===== src/rtl/i2c_read_master.sv =====
// I2C read master: START, {addr,R}, reads cmd_len bytes (ACK all but the last, NACK the last), then STOP.
// Each bit cell is four quarters of CLK_DIV cycles. SCL stretching holds Q2. Open-drain outputs are registered.
module i2c_read_master #(
  parameter int CLK_DIV    = 250,
  parameter int DATA_WIDTH = 8
) (
  input  logic                  i2c_clk,
  input  logic                  i2c_rst,
  input  logic                  cmd_valid,
  output logic                  cmd_ready,
  input  logic [6:0]            cmd_addr,
  input  logic [7:0]            cmd_len,
  output logic [DATA_WIDTH-1:0] rx_data,
  output logic                  rx_valid,
  output logic                  done,
  output logic                  nack_err,
  output logic                  busy,
  output logic                  scl_oe,
  input  logic                  scl_in,
  output logic                  sda_oe,
  input  logic                  sda_in
);
  localparam int            QW       = (CLK_DIV > 2) ? $clog2(CLK_DIV) : 1;
  localparam logic [QW-1:0] Q_LAST   = QW'(CLK_DIV - 1);
  localparam logic [2:0]    BIT_LAST = 3'(DATA_WIDTH - 1);

  typedef enum logic [2:0] {
    S_IDLE, S_START, S_ADDR, S_AACK, S_READ, S_MACK, S_STOP
  } state_t;

  state_t                r_state, w_state_nxt;
  logic [QW-1:0]         r_qcnt, w_qcnt_nxt;
  logic [1:0]            r_quarter, w_quarter_nxt;
  logic [2:0]            r_bit, w_bit_nxt;
  logic [7:0]            r_addr_byte, w_addr_byte_nxt;
  logic [7:0]            r_remain, w_remain_nxt;
  logic [DATA_WIDTH-1:0] r_rx_shift, w_rx_shift_nxt;
  logic [DATA_WIDTH-1:0] r_rx_data, w_rx_data_nxt;
  logic                  r_rx_valid, w_rx_valid_nxt;
  logic                  r_addr_nack, w_addr_nack_nxt;
  logic                  r_nack_err, w_nack_err_nxt;
  logic                  r_scl_oe, w_scl_oe_nxt;
  logic                  r_sda_oe, w_sda_oe_nxt;
  logic                  w_stretchable, w_hold, w_qend, w_cell_end;

  // A slave may stretch SCL only where the master has just released it: Q2 of bit cells and of STOP.
  assign w_stretchable = (r_state == S_ADDR) || (r_state == S_AACK) || (r_state == S_READ) ||
                         (r_state == S_MACK) || (r_state == S_STOP);
  assign w_hold        = w_stretchable && (r_quarter == 2'd2) && (r_qcnt == '0) && !scl_in;
  assign w_qend        = !w_hold && (r_qcnt == Q_LAST);
  assign w_cell_end    = w_qend && (r_quarter == 2'd3);

  always_comb begin
    w_state_nxt     = r_state;
    w_qcnt_nxt      = w_hold ? r_qcnt : (w_qend ? '0 : r_qcnt + QW'(1));
    w_quarter_nxt   = w_qend ? r_quarter + 2'd1 : r_quarter;
    w_bit_nxt       = r_bit;
    w_addr_byte_nxt = r_addr_byte;
    w_remain_nxt    = r_remain;
    w_rx_shift_nxt  = r_rx_shift;
    w_rx_data_nxt   = r_rx_data;
    w_rx_valid_nxt  = 1'b0;
    w_addr_nack_nxt = r_addr_nack;
    w_nack_err_nxt  = r_nack_err;
    unique case (r_state)
      S_IDLE: begin
        w_qcnt_nxt    = '0;
        w_quarter_nxt = 2'd0;
        if (cmd_valid) begin
          w_state_nxt     = S_START;
          w_addr_byte_nxt = {cmd_addr, 1'b1};
          w_remain_nxt    = cmd_len;
          w_bit_nxt       = 3'd0;
          w_addr_nack_nxt = 1'b0;
        end
      end
      S_START: if (w_cell_end) w_state_nxt = S_ADDR;
      S_ADDR: if (w_cell_end) begin
        w_bit_nxt = r_bit + 3'd1;
        if (r_bit == 3'd7) w_state_nxt = S_AACK;
      end
      S_AACK: if (w_cell_end) begin
        w_addr_nack_nxt = sda_in;
        w_bit_nxt       = 3'd0;
        w_state_nxt     = (sda_in || (r_remain == 8'd0)) ? S_STOP : S_READ;
      end
      S_READ: if (w_cell_end) begin
        w_rx_shift_nxt = {r_rx_shift[DATA_WIDTH-2:0], sda_in};
        w_bit_nxt      = r_bit + 3'd1;
        if (r_bit == BIT_LAST) begin
          w_state_nxt    = S_MACK;
          w_rx_data_nxt  = {r_rx_shift[DATA_WIDTH-2:0], sda_in};
          w_rx_valid_nxt = 1'b1;
        end
      end
      S_MACK: if (w_cell_end) begin
        w_remain_nxt = r_remain - 8'd1;
        w_state_nxt  = (r_remain > 8'd1) ? S_READ : S_STOP;
      end
      S_STOP: if (w_cell_end) begin
        w_state_nxt    = S_IDLE;
        w_nack_err_nxt = r_addr_nack;
      end
      default: w_state_nxt = S_IDLE;
    endcase
  end

  // Bus enables are decoded from the next state so the pads come straight from flops.
  always_comb begin
    w_scl_oe_nxt = 1'b0;
    w_sda_oe_nxt = 1'b0;
    unique case (w_state_nxt)
      S_START: begin
        w_scl_oe_nxt = w_quarter_nxt[1];
        w_sda_oe_nxt = 1'b1;
      end
      S_ADDR: begin
        w_scl_oe_nxt = !w_quarter_nxt[1];
        w_sda_oe_nxt = !w_addr_byte_nxt[3'd7 - w_bit_nxt];
      end
      S_AACK, S_READ: w_scl_oe_nxt = !w_quarter_nxt[1];
      S_MACK: begin
        w_scl_oe_nxt = !w_quarter_nxt[1];
        w_sda_oe_nxt = (w_remain_nxt > 8'd1);
      end
      S_STOP: begin
        w_scl_oe_nxt = !w_quarter_nxt[1];
        w_sda_oe_nxt = (w_quarter_nxt != 2'd3);
      end
      default: ;
    endcase
  end

  always_ff @(posedge i2c_clk) begin
    if (i2c_rst) begin
      r_state     <= S_IDLE;
      r_qcnt      <= '0;
      r_quarter   <= 2'd0;
      r_bit       <= 3'd0;
      r_addr_byte <= 8'd0;
      r_remain    <= 8'd0;
      r_rx_shift  <= '0;
      r_rx_data   <= '0;
      r_rx_valid  <= 1'b0;
      r_addr_nack <= 1'b0;
      r_nack_err  <= 1'b0;
      r_scl_oe    <= 1'b0;
      r_sda_oe    <= 1'b0;
    end else begin
      r_state     <= w_state_nxt;
      r_qcnt      <= w_qcnt_nxt;
      r_quarter   <= w_quarter_nxt;
      r_bit       <= w_bit_nxt;
      r_addr_byte <= w_addr_byte_nxt;
      r_remain    <= w_remain_nxt;
      r_rx_shift  <= w_rx_shift_nxt;
      r_rx_data   <= w_rx_data_nxt;
      r_rx_valid  <= w_rx_valid_nxt;
      r_addr_nack <= w_addr_nack_nxt;
      r_nack_err  <= w_nack_err_nxt;
      r_scl_oe    <= w_scl_oe_nxt;
      r_sda_oe    <= w_sda_oe_nxt;
    end
  end

  // done marks the final STOP cycle; nack_err shows the new flag that same cycle, then holds it.
  assign done      = (r_state == S_STOP) && w_cell_end;
  assign nack_err  = done ? r_addr_nack : r_nack_err;
  assign cmd_ready = (r_state == S_IDLE);
  assign busy      = (r_state != S_IDLE);
  assign rx_data   = r_rx_data;
  assign rx_valid  = r_rx_valid;
  assign scl_oe    = r_scl_oe;
  assign sda_oe    = r_sda_oe;
endmodule

===== config.mk =====
export PLATFORM = sky130hd
export DESIGN_NAME = i2c_read_master
export DESIGN_NICKNAME = d
export VERILOG_FILES = /design/src/rtl/i2c_read_master.sv
export SDC_FILE = /design/constraint.sdc
export NUM_CORES = 1
export LEC_CHECK = 0
export CORE_ASPECT_RATIO = 1.25
export CORE_MARGIN = 2
export CORE_UTILIZATION = 40
export DETAILED_ROUTE_END_ITERATION = 8
export GPL_ROUTABILITY_DRIVEN = 0
export PLACE_DENSITY_LB_ADDON = 0.25
export SYNTH_ARGS = -nofsm -noshare
export SYNTH_HDL_FRONTEND = slang
export SYNTH_SLANG_ARGS = --single-unit

===== constraint.sdc =====
create_clock -name i2c_clk -period 3.3 [get_ports i2c_clk]
set_input_delay 0.99 -clock i2c_clk [delete_from_list [all_inputs] [get_ports i2c_clk]]
set_output_delay 0.99 -clock i2c_clk [all_outputs]
set_load 0.02 [all_outputs]

### Word level (Yosys, flattened, before mapping)

Index checks and enable logic that the tools add are counted.

| word-level totals | value |
|---|---|
| input port bits | 20 |
| output and inout port bits | 15 |
| register bits | 52 |
| word-level logic and storage cells | 103 |

| operators by class | value |
|---|---|
| muxes and demuxes | 33 |
| order comparisons | 3 |
| reduce and logical (&&, ||, !) cells | 28 |
| bitwise operators | 2 |
| add/subtract/negate cells | 5 |
| equal/unequal tests | 19 |

Operators with widths:

| operator | count |
|---|---|
| two-way mux 8 bit | 5 |
| two-way mux 3 bit | 12 |
| equality test 3 bit (second input constant) | 7 |
| one-hot mux 3 bit (7 select lines) | 1 |
| > comparator 8 x 1 -> 1 bit (second input constant) | 2 |
| zero test 8 bit | 2 |
| one-hot mux 8 bit (2 select lines) | 1 |
| equality test 3 x 2 -> 1 bit (second input constant) | 4 |
| one-hot mux 3 bit (3 select lines) | 1 |
| adder 8 x 1 -> 8 bit (second input constant) | 1 |
| equality test 8 bit (second input constant) | 1 |
| two-way mux 2 bit | 4 |
| subtractor 8 x 1 -> 8 bit (second input constant) | 1 |
| equality test 3 x 1 -> 1 bit (second input constant) | 2 |
| logical AND 1 bit | 6 |
| inequality test 2 bit (second input constant) | 3 |
| AND reduction 3 bit | 2 |
| logical OR 1 bit | 5 |
| two-way mux 1 bit | 5 |
| OR reduction 5 bit | 1 |
| equality test 2 bit (second input constant) | 2 |
| zero test 1 bit | 4 |
| less-than comparator 3 x 4 -> 1 bit (second input constant) | 1 |
| one-hot mux 1 bit (2 select lines) | 2 |
| 12 further kinds | 15 |

### Depth between registers and ports, before layout

Gate-level depths: netlist (run 1).

| depth | value |
|---|---|
| depth after elaboration | 18 |
| depth in mapped cells | 14 |
| mapped depth without buffers | 13 |

### Worst setup path after synthesis (run 1)

No wires, ideal clock.

| path | value |
|---|---|
| path kind | register to register |
| start point | register r_qcnt[1] |
| end point | register r_sda_oe (netlist: sda_oe) |
| stages on the path, launching flop included | 15 |
| data required time | 3225 ps |
| arrival | 2538 ps |
| period minus slack after synthesis | 2613 ps |
| buffers on the path | 1 |
| setup slack | 687 ps |
| setup time | 75 ps |
| path through | dfxtp_1 -> inv_1 -> ha_1 -> nand4b_1 -> nor2_2 -> buf_4 -> inv_1 -> ha_1 -> nor4b_1 -> a31oi_1 -> nand2_1 -> mux2_2 -> mux2i_1 -> o22ai_1 -> o22ai_1 |

| on the way | value |
|---|---|
| longest elaborated chain between the ends | 13 |
| elaborated cells on any way between the ends | 32 |
| classes of those cells | 1 x add/sub; 1 x order compare; 6 x eq/ne; 17 x mux; 7 x reduce/logical |

Ends and longest elaborated chain:

| item | line | RTL |
|---|---|---|
| start, declared | 32 | `logic [QW-1:0] r_qcnt, w_qcnt_nxt;` |
| start signal, assigned | 151 | `r_qcnt <= w_qcnt_nxt;` |
| zero test 8 bit | 49 | `assign w_hold = w_stretchable && (r_quarter == 2'd2) && (r_qcnt == '0) && !scl_in;` |
| logical AND 1 bit (2 in series) | 49 |  |
| zero test 1 bit | 50 | `assign w_qend = !w_hold && (r_qcnt == Q_LAST);` |
| logical AND 1 bit * | 50 |  |
| logical AND 1 bit | 51 | `assign w_cell_end = w_qend && (r_quarter == 2'd3);` |
| two-way mux 3 bit (on tied branches) | 78, 87, 82 |  |
| one-hot mux 3 bit (3 select lines) | 65 | `unique case (r_state)` |
| subtractor 3 bit | 119 | `w_sda_oe_nxt = !w_addr_byte_nxt[3'd7 - w_bit_nxt];` |
| binary-select mux 1 bit (select 3 bit) | 119 |  |
| two-way mux 1 bit (implied by the code) | 119 |  |
| zero test 1 bit | 119 |  |
| one-hot mux 1 bit (4 select lines) * | 112 | `unique case (w_state_nxt)` |
| end signal, assigned | 162 | `r_sda_oe <= w_sda_oe_nxt;` |
| end, declared | 43 | `logic r_sda_oe, w_sda_oe_nxt;` |

Every way passes the cells marked *; elsewhere a longest branch is shown, timed or not. The select of a mux whose other input is x is not followed.
A chain may end at the register's enable or synchronous reset.

### Final worst setup path (run 1)

| path | value |
|---|---|
| start point | register r_quarter[0] |
| end point | output port done |

| on the way | value |
|---|---|
| longest elaborated chain between the ends | 8 |
| elaborated cells on any way between the ends | 9 |
| classes of those cells | 2 x eq/ne; 7 x reduce/logical |

Ends and longest elaborated chain:

| item | line | RTL |
|---|---|---|
| start, declared | 33 | `logic [1:0] r_quarter, w_quarter_nxt;` |
| start signal, assigned | 152 | `r_quarter <= w_quarter_nxt;` |
| equality test 2 bit | 49 |  |
| logical AND 1 bit (3 in series) | 49 |  |
| zero test 1 bit | 50 |  |
| logical AND 1 bit | 50 |  |
| logical AND 1 bit * | 51 |  |
| logical AND 1 bit * | 167 | `assign done = (r_state == S_STOP) && w_cell_end;` |
| end, declared | 15 | `output logic done,` |

Every way passes the cells marked *; elsewhere a longest branch is shown, timed or not.

==> impl.org, run 1 <==
** Run status
- Run status :: completed

** Clock network
- CTS saw 52 sinks.
- The root buffer cell chosen for the clock tree is sky130_fd_sc_hd__clkbuf_8.
- Count of cells resized by post-cts repair :: 0
- Cts hold-fix bufs :: 0
- H-tree levels :: 2
- Total setup buffers inserted after CTS :: 0
- No sink is reached through more buffers than the 2 on the longest clock path.
- After clock tree synthesis, the clock-pin slew on the worst setup and hold paths is 0.11 ns.
- The clock reaches the later pin of the worst-skew pair after 0.32 ns.
- TritonCTS built the clock tree.
- Counting the buffers created by CTS gives 5.

** Floorplanning
- Starting Density :: a little over 40%
- Die span in y :: 95.8 um
- From left edge to right edge, the die measures slightly below 80 um.
- The total area inside the core boundary comes to 0.00657 sq mm.
- Standard-cell rows :: 33
- The floorplan step defined a die boundary enclosing 0.00742 sq mm.
- I/O pin count :: 35

** STA
- Part of the cycle the worst path needs :: between 90% and 100%
- The number of pins with negative max-slew slack in the final report came to 0.
- Post-layout minimum cycle time :: between 3 and 4 ns
- Transition at the pin with the smallest max-transition slack :: 0.634 ns
- RSZ-0062 raised after global routing :: no
- Adding up every negative setup slack in the final design gives 0 ns.
- Setup violations remaining at the end of the flow were counted as 0.
- Based on the critical path, the design can be clocked at up to 321 MHz.
- Slew Limit Headroom :: between 50% and 60%
- The number of endpoints with negative hold slack in the final report came to 0.
- Clock Skews :: 0.0110 ns
- Once routing completed, OpenROAD measured the worst setup slack at 0.181 ns.

** Critical path
- The setup path with the least slack is of type flop to primary output.
- Critical path data required time :: 2.31 ns
- Kind of end point of the critical path :: primary output
- The largest single stage delay on the critical path is 0.60 ns.
- Biggest fanout along the worst timing path :: 3
- STA classifies the critical path startpoint as a flop.
- In this run the number of cells on the critical path is 6.
- Worst Path Arrival :: 2.13 ns
- Launching instance or port of the critical path :: r_quarter[0]$_SDFF_PP0_
- Startpoint of the lowest-slack register-to-register path :: r_quarter[0]$_SDFF_PP0_
- Bufs and invs on worst path :: 2
- Cell type of the slowest stage on the worst timing path :: sky130_fd_sc_hd__clkdlybuf4s50_1
- The kind of cell with the highest combined delay along the critical path is buffers and inverters.
- Walking the worst path, the cells encountered are ha_1 -> nand4b_1 -> nor2_2 -> nand4_1 -> inv_1 -> clkdlybuf4s50_1.
- FF-to-FF path depth :: 13

** Logic synthesis
- Average size of a mapped cell :: 8.33 sq um
- Seq/Total Area, Yosys :: 38.6%
- Of all flip-flops after synthesis, the portion carrying an async set or reset was 0%.
- In this run, synthesis produced a sequential element count of 52.
- Synthesis produced a netlist whose cell count is 324.
- Counting distinct cell types in the post-synthesis netlist gives 56.
- After synthesis the cells add up to 0.00270 sq mm.
- Synthesis Warnings :: 0
- When the netlist entered floorplanning its net count stood at 354.
- The synthesized design contains 0 enable-type register cells.
- The most used flip-flop cell after synthesis is sky130_fd_sc_hd__dfxtp_1.

** Power and ir drop
- Pwr per Cell Area :: 363 mW/mm^2
- Leak :: 1.31 nW
- Largest voltage drop on the vdd net :: 0.217 mV

** Run
- Number of max-capacitance violations reported :: 0

** Cells and area
- 0 antenna diodes ended up in the layout.
- NumNets Final :: ~390
- Proportion of layout cells with a drive suffix above 1 :: 8.91%
- The library cell used most frequently in the layout, excluding fill and tap cells, is sky130_fd_sc_hd__dfxtp_1.
- Leaving out fill and tap cells, the most frequent cells in the layout are 52 x sky130_fd_sc_hd__dfxtp_1, 51 x sky130_fd_sc_hd__nor2_1, 33 x sky130_fd_sc_hd__clkdlybuf4s50_1, 32 x sky130_fd_sc_hd__nand2_1, 26 x sky130_fd_sc_hd__a21oi_1.
- Area grow syn2layout :: 20.8%
- After filler insertion, the fill cell instance count of the layout stands at roughly 630.
- Summing all non-filler instances in the final layout gives an area of ~0.0033 sq mm.

** Min path
- The worst hold path begins at r_addr_byte[2]$_SDFF_PP0_.
- Worst min path class :: flop to flop
- The worst hold path passes through 2 cells.

** Routing
- Via count :: 2,325
- Using the TritonRoute via totals, the vias-per-cell ratio works out to between 5 and 6.
- Drt drc :: 0
- The highest layer touched by signal routing is met4.
- Met1 wire length :: 2820 um
- Routed length on met3 :: 222 um
- Number of nets still failing antenna checks after routing :: 0
- Average wire per standard cell :: 13.7 um
- Summed over all layers, the routed wires come to 6110 um.
- DRT iter0 DRCs :: 130
- Total met2 wirelength after detailed routing :: slightly below 3000 um
- First-pass DRT Iterations :: 4

** Placed design
- Placement Cell Area :: 0.00316 sq mm
- Prior to clock tree synthesis, the placed netlist has a worst setup slack of 0.156 ns.
- Detailed placement ended at an HPWL of 4580 um.
- Number of buffer cells added on primary ports :: 34

** GRT
- After global routing the overflow that remains totals 0.
- For this run, the total global-route usage over all layers was measured as between 15 and 20%.
- Number of global-route vias before repair :: 2,134
- Antenna violations before repair :: 0
- The first global-routing pass estimated about 10,000 um of wire.
- Pin count of the biggest net entering global routing :: 23
-- through the flow --
step,cells,total power [W],hold WS (ns),utilization (%)
6_report,446,0.00118,0.461,49.6
5_1_grt,446,0.00123,0.486,49.6
4_1_cts,446,0.00120,0.466,49.6
3_5_place_dp,438,0.000808,0.450,48.1
3_3_place_gp,438,0.000806,0.450,48.1
2_1_floorplan,324,0.000747,0.427,-
-- report_power, final --
part           leakage [nW]  switching, W  internal (W)
registers             0.422     0.0000129      0.000642
logic                 0.839     0.0000715     0.0000670
clock network        0.0463      0.000235      0.000156
-- final timing paths --
check	end	slack, ns
setup / recovery	done	0.18
setup reg to reg	sda_oe$_SDFF_PP0_	0.38
hold / removal	r_addr_byte[2]$_SDFF_PP0_	0.46
hold reg to reg	r_addr_byte[2]$_SDFF_PP0_	0.46
-- worst min-delay path, stage by stage (launching register included) --
cell	delay (ns)
sky130_fd_sc_hd__dfxtp_1	0.33
sky130_fd_sc_hd__nand2_1	0.05
sky130_fd_sc_hd__a21oi_1	0.05
-- logic make-up after synthesis --
| kind of cell | share of synthesized area [%] |
|---|---|
| fa+ha+maj | 4.64 |
| buf+inv | 4.27 |
| xor+xnor | 2.27 |
| flops | 38.6 |
| mux | 7.10 |
| compound gates | 13.6 |
| simple gates | 29.5 |
-- state kept, by name (all words and copies together), names as in the netlist, 2 cells and up --
signal / flops
r_addr_byte: 8
r_qcnt: 8
r_remain: 8
rx_data: 8
r_rx_shift: 7
r_bit: 3
r_state: 3
r_quarter: 2
-- layer usage --
| layer | GRT usage [%] | up-vias |
|---|---|---|
| met1 | 21.2 | 1051 |
| met3 | 2.63 | 10 |
| met4 | 5.51 | 0 |
| met2 | 30.1 | 54 |
| li1 | - | 1210 |
| met5 | 0 | - |
-- area by class of cell --
| class | instances | area (sq um) | share of cell area, % |
|---|---|---|---|
| tap | 87 | 109 | 3.34 |
| sequential | 52 | 1040 | 31.9 |
| clock buffer | 5 | 68.8 | 2.11 |
| clock inverter | 3 | 27.5 | 0.845 |
| timing repair buffer | 44 | 430 | 13.2 |
| inverter | 11 | 41.3 | 1.27 |
| multi-input combinational | 244 | 1540 | 47.3 |
-- synthesized netlist by cell type (all sizes together) (4+ instances only) --
cell / count / area share [%]
a21oi: 26 / 4.8
a31oi: 7 / 1.6
and3: 4 / 0.93
buf: 6 / 1.2
clkbuf: 11 / 1.5
dfxtp: 52 / 39
ha: 10 / 4.6
inv: 11 / 1.5
mux2i: 18 / 6.7
nand2: 32 / 4.5
nand2b: 4 / 0.93
nand3: 6 / 1.1
nand4: 6 / 1.6
nor2: 52 / 7.3
nor2b: 6 / 1.4
nor3: 10 / 2.2
nor4: 5 / 2.3
o21ai: 8 / 1.5
or3: 4 / 0.93
xnor2: 4 / 1.3
Note: power is estimated with default switching activity, not from simulation.
==> inputs of run 2 (changes only) <==
Settings changed: SETUP_SLACK_MARGIN from default to 0.3, SKIP_LAST_GASP from default to 1.
==> run 2 against run 1 <==
Sequential share of layout area about the same. Register-to-register slack better by 0.10 ns. Clock power about the same. First-iteration DRC count up 6.9%. Setup slack better by 0.27 ns. Power about the same. Global-route usage unchanged. Critical path type unchanged. Critical endpoint is now cmd_ready. Highest routed layer unchanged.
==> impl.org, run 2 (same netlist as run 1, synthesis figures left out) <==
** Run
- Max-cap violations in this run came to 0.

** Routing
- Average wire per standard cell :: 13.8 um
- Number of nets still failing antenna checks after routing :: 0
- First-pass DRT Iterations :: 4
- Drt drc :: 0
- In the routed layout, each cell is associated on average with a via count of 5.21.
- Post-detailed-routing wire length :: 6140 um
- Via count :: 2,324
- In this run, the number of DRC markers left after iteration 0 of detailed routing was approximately 140.

** STA
- The number of pins with negative max-slew slack in the final report is 0.
- Clock Skews :: between 0.01 and 0.015 ns
- Part of the cycle the worst path needs :: around 86%
- Accumulated negative setup slack :: 0 ns
- Maximum frequency from static timing analysis :: about 350 MHz
- Final Hold Vio Count :: 0
- RSZ-0062 raised after global routing :: yes
- After layout, the worst setup slack is between 0.4 and 0.5 ns.
- Headroom to the max-slew limit came out at 58.2%.
- At the pin with the least slew margin, the transition time is between 0.6 and 0.7 ns.
- Post-layout minimum cycle time :: 2.85 ns
- Final setup fails :: 0

** GRT
- Total gr overflow :: 0
- GRT Resource Usage Total :: between 10% and 20%
- Antenna violations before repair :: 0
- The first global-routing pass estimated between 10,000 and 15,000 um of wire.
- The number of global-route vias before repair was 2,134.
- Entering global routing, the biggest net connects 23 pins.

** Floorplanning
- I/O pin count :: 35
- Total Die Area :: 0.00742 sq mm
- For this configuration, the core starts out at a cell density of 41.1%.
- The core region is 0.00657 sq mm.
- In this run the core area contains 33 standard-cell rows.
- The die is 95.8 um tall.
- In this run the horizontal extent of the chip is 77.5 um.

** Clock network
- CTS tree :: yes
- Clock-pin slew on the worst setup and hold paths :: 0.11 ns
- Max clock buf depth :: 2
- Number of buffers added by the clock tree synthesis step :: 5
- Clock root buffer :: sky130_fd_sc_hd__clkbuf_8
- Clock Latency Late Sink :: 0.31 ns
- Total setup buffers inserted after CTS :: 0
- For this design, the sink count on the clock tree is 52.
- The H-tree generated during clock tree synthesis spans 2 levels.
- For this design, the CTS-stage hold fixing added 0 buffers.

** Placed design
- At the placement stage, the worst setup path has a slack of ~0.16 ns.
- Estimated wirelength of the detail-placed design :: between 4000 and 5000 um
- Number of buffer cells added on primary ports :: 34

** Critical path
- Crit-path max cell delay :: 0.59 ns
- Traced cell by cell, the critical path runs through or3_4 -> inv_2 -> clkdlybuf4s50_1.
- The critical path in this run is classified as flop to primary output.
- In this run the critical register-to-register path is launched from r_quarter[0]$_SDFF_PP0_.
- Biggest fanout along the worst timing path :: 9
- STA classifies the critical path endpoint as a primary output.
- Sort of element at the start of the critical path :: flop
- FF-to-FF path depth :: 13
- Worst Path Arrival :: 1.86 ns
- Register-to-register setup slack :: 0.48 ns
- Reg-to-reg endpoint :: sda_oe$_SDFF_PP0_
- The slowest stage of the critical path is the sky130_fd_sc_hd__clkdlybuf4s50_1 cell.
- STA puts the critical path data required time at 2.31 ns.

** Cells and area
- Highest-count cells in the layout ignoring fill and taps :: 52 x sky130_fd_sc_hd__dfxtp_1, 51 x sky130_fd_sc_hd__nor2_1, 32 x sky130_fd_sc_hd__nand2_1, 32 x sky130_fd_sc_hd__clkdlybuf4s50_1, 26 x sky130_fd_sc_hd__a21oi_1
- Proportion of layout cells with a drive suffix above 1 :: between 9 and 10%
- The library cell used most frequently in the layout, excluding fill and tap cells, is sky130_fd_sc_hd__dfxtp_1.
- 0 antenna diodes ended up in the layout.
- At the end of the flow, the number of nets in the layout was 388.
- The area growth from synthesis to layout is 20.9%.
- The filler cells instantiated in the layout total 632.
- End-of-flow core utilization :: 49.7%

** Min path
- The worst hold path begins at r_addr_byte[2]$_SDFF_PP0_.
- Worst min path class :: flop to flop
- Depth of the worst hold-timing path :: 2
- For hold timing, the worst endpoint is r_addr_byte[2]$_SDFF_PP0_.

** Power and ir drop
- IR analysis of the VDD net gives a maximum drop of 0.218 mV.
- Power spread over the standard cell area amounts to 363 mW/mm^2.
- The analysis attributes to cell leakage a power of 1.29 nW.

** Run status
- The flow ran to the end, and the final reports show no timing, DRC or antenna violations.
-- run 2: changes by cell type in the layout (fill, tap and decap cells not counted) --
cell and change:
sky130_fd_sc_hd__clkbuf_2 +1, sky130_fd_sc_hd__clkdlybuf4s50_1 -1, sky130_fd_sc_hd__dlygate4sd2_1 +1, sky130_fd_sc_hd__dlymetal6s2s_1 -1, sky130_fd_sc_hd__nor4b_1 -1, sky130_fd_sc_hd__nor4b_2 +1, sky130_fd_sc_hd__or3_1 -1, sky130_fd_sc_hd__or3_4 +1
-- run 2: cell type report --
class | count | area (sq um) | area share, %
clock buffers | 5 | 68.8 | 2.11
clock inverters | 3 | 27.5 | 0.844
inverters | 11 | 41.3 | 1.27
multi-input cells | 244 | 1550 | 47.6
flip-flops and latches | 52 | 1040 | 31.9
well taps | 87 | 109 | 3.34
repair buffers | 44 | 422 | 12.9
-- run 2: worst max-delay path, delay by kind of cell, from the launching register on --
family                 cells  cell delay [ns]
buffers and inverters      2             0.66
flip-flops                 1             0.42
AND/OR/NAND/NOR            1             0.46
-- run 2: worst max path at each step --
| stage | slack [ns] | to | from |
|---|---|---|---|
| after floorplan | 0.69 | sda_oe$_SDFF_PP0_ | r_qcnt[1]$_SDFFE_PP0N_ |
| after global placement | 0.22 | sda_oe$_SDFF_PP0_ | cmd_valid |
| after detailed placement | 0.16 | sda_oe$_SDFF_PP0_ | cmd_valid |
| after CTS | 0.31 | nack_err | r_qcnt[1]$_SDFFE_PP0N_ |
| after global routing | 0.21 | sda_oe$_SDFF_PP0_ | r_qcnt[1]$_SDFFE_PP0N_ |
| final | 0.45 | cmd_ready | r_state[0]$_SDFF_PP0_ |
-- run 2: metrics by stage --
step | cell area, sq um | cells | hold WS [ns] | power, W
final | 3260 | 446 | 0.462 | 0.00118
after global routing | 3260 | 446 | 0.486 | 0.00124
after CTS | 3250 | 446 | 0.466 | 0.00120
after detailed placement | 3160 | 438 | 0.450 | 0.000808
after global placement | 3160 | 438 | 0.450 | 0.000806
after floorplan | 2700 | 324 | 0.427 | 0.000747
-- run 2: repair_timing --
item,4_1_cts,5_1_grt
pin swaps,0,0
resized for setup,2,4
endpoints found under the setup margin,2,3
-- run 2: report_power, final --
group          total, W  internal [W]  switching (W)  leakage (nW)
Combinational  0.000140     0.0000678      0.0000718         0.826
Clock          0.000391      0.000156       0.000234        0.0463
Sequential     0.000655      0.000642      0.0000129         0.422
Total           0.00118      0.000866       0.000319          1.29
-- run 2: per-layer routing --
layer  vias to the layer above  share of wire, %  GRT usage, %
met5                         -                 0             0
met4                         0               2.0          5.51
met3                        11               3.1          2.63
met2                        53                48          30.1
met1                      1049                47          21.2
li1                       1211                 -             -
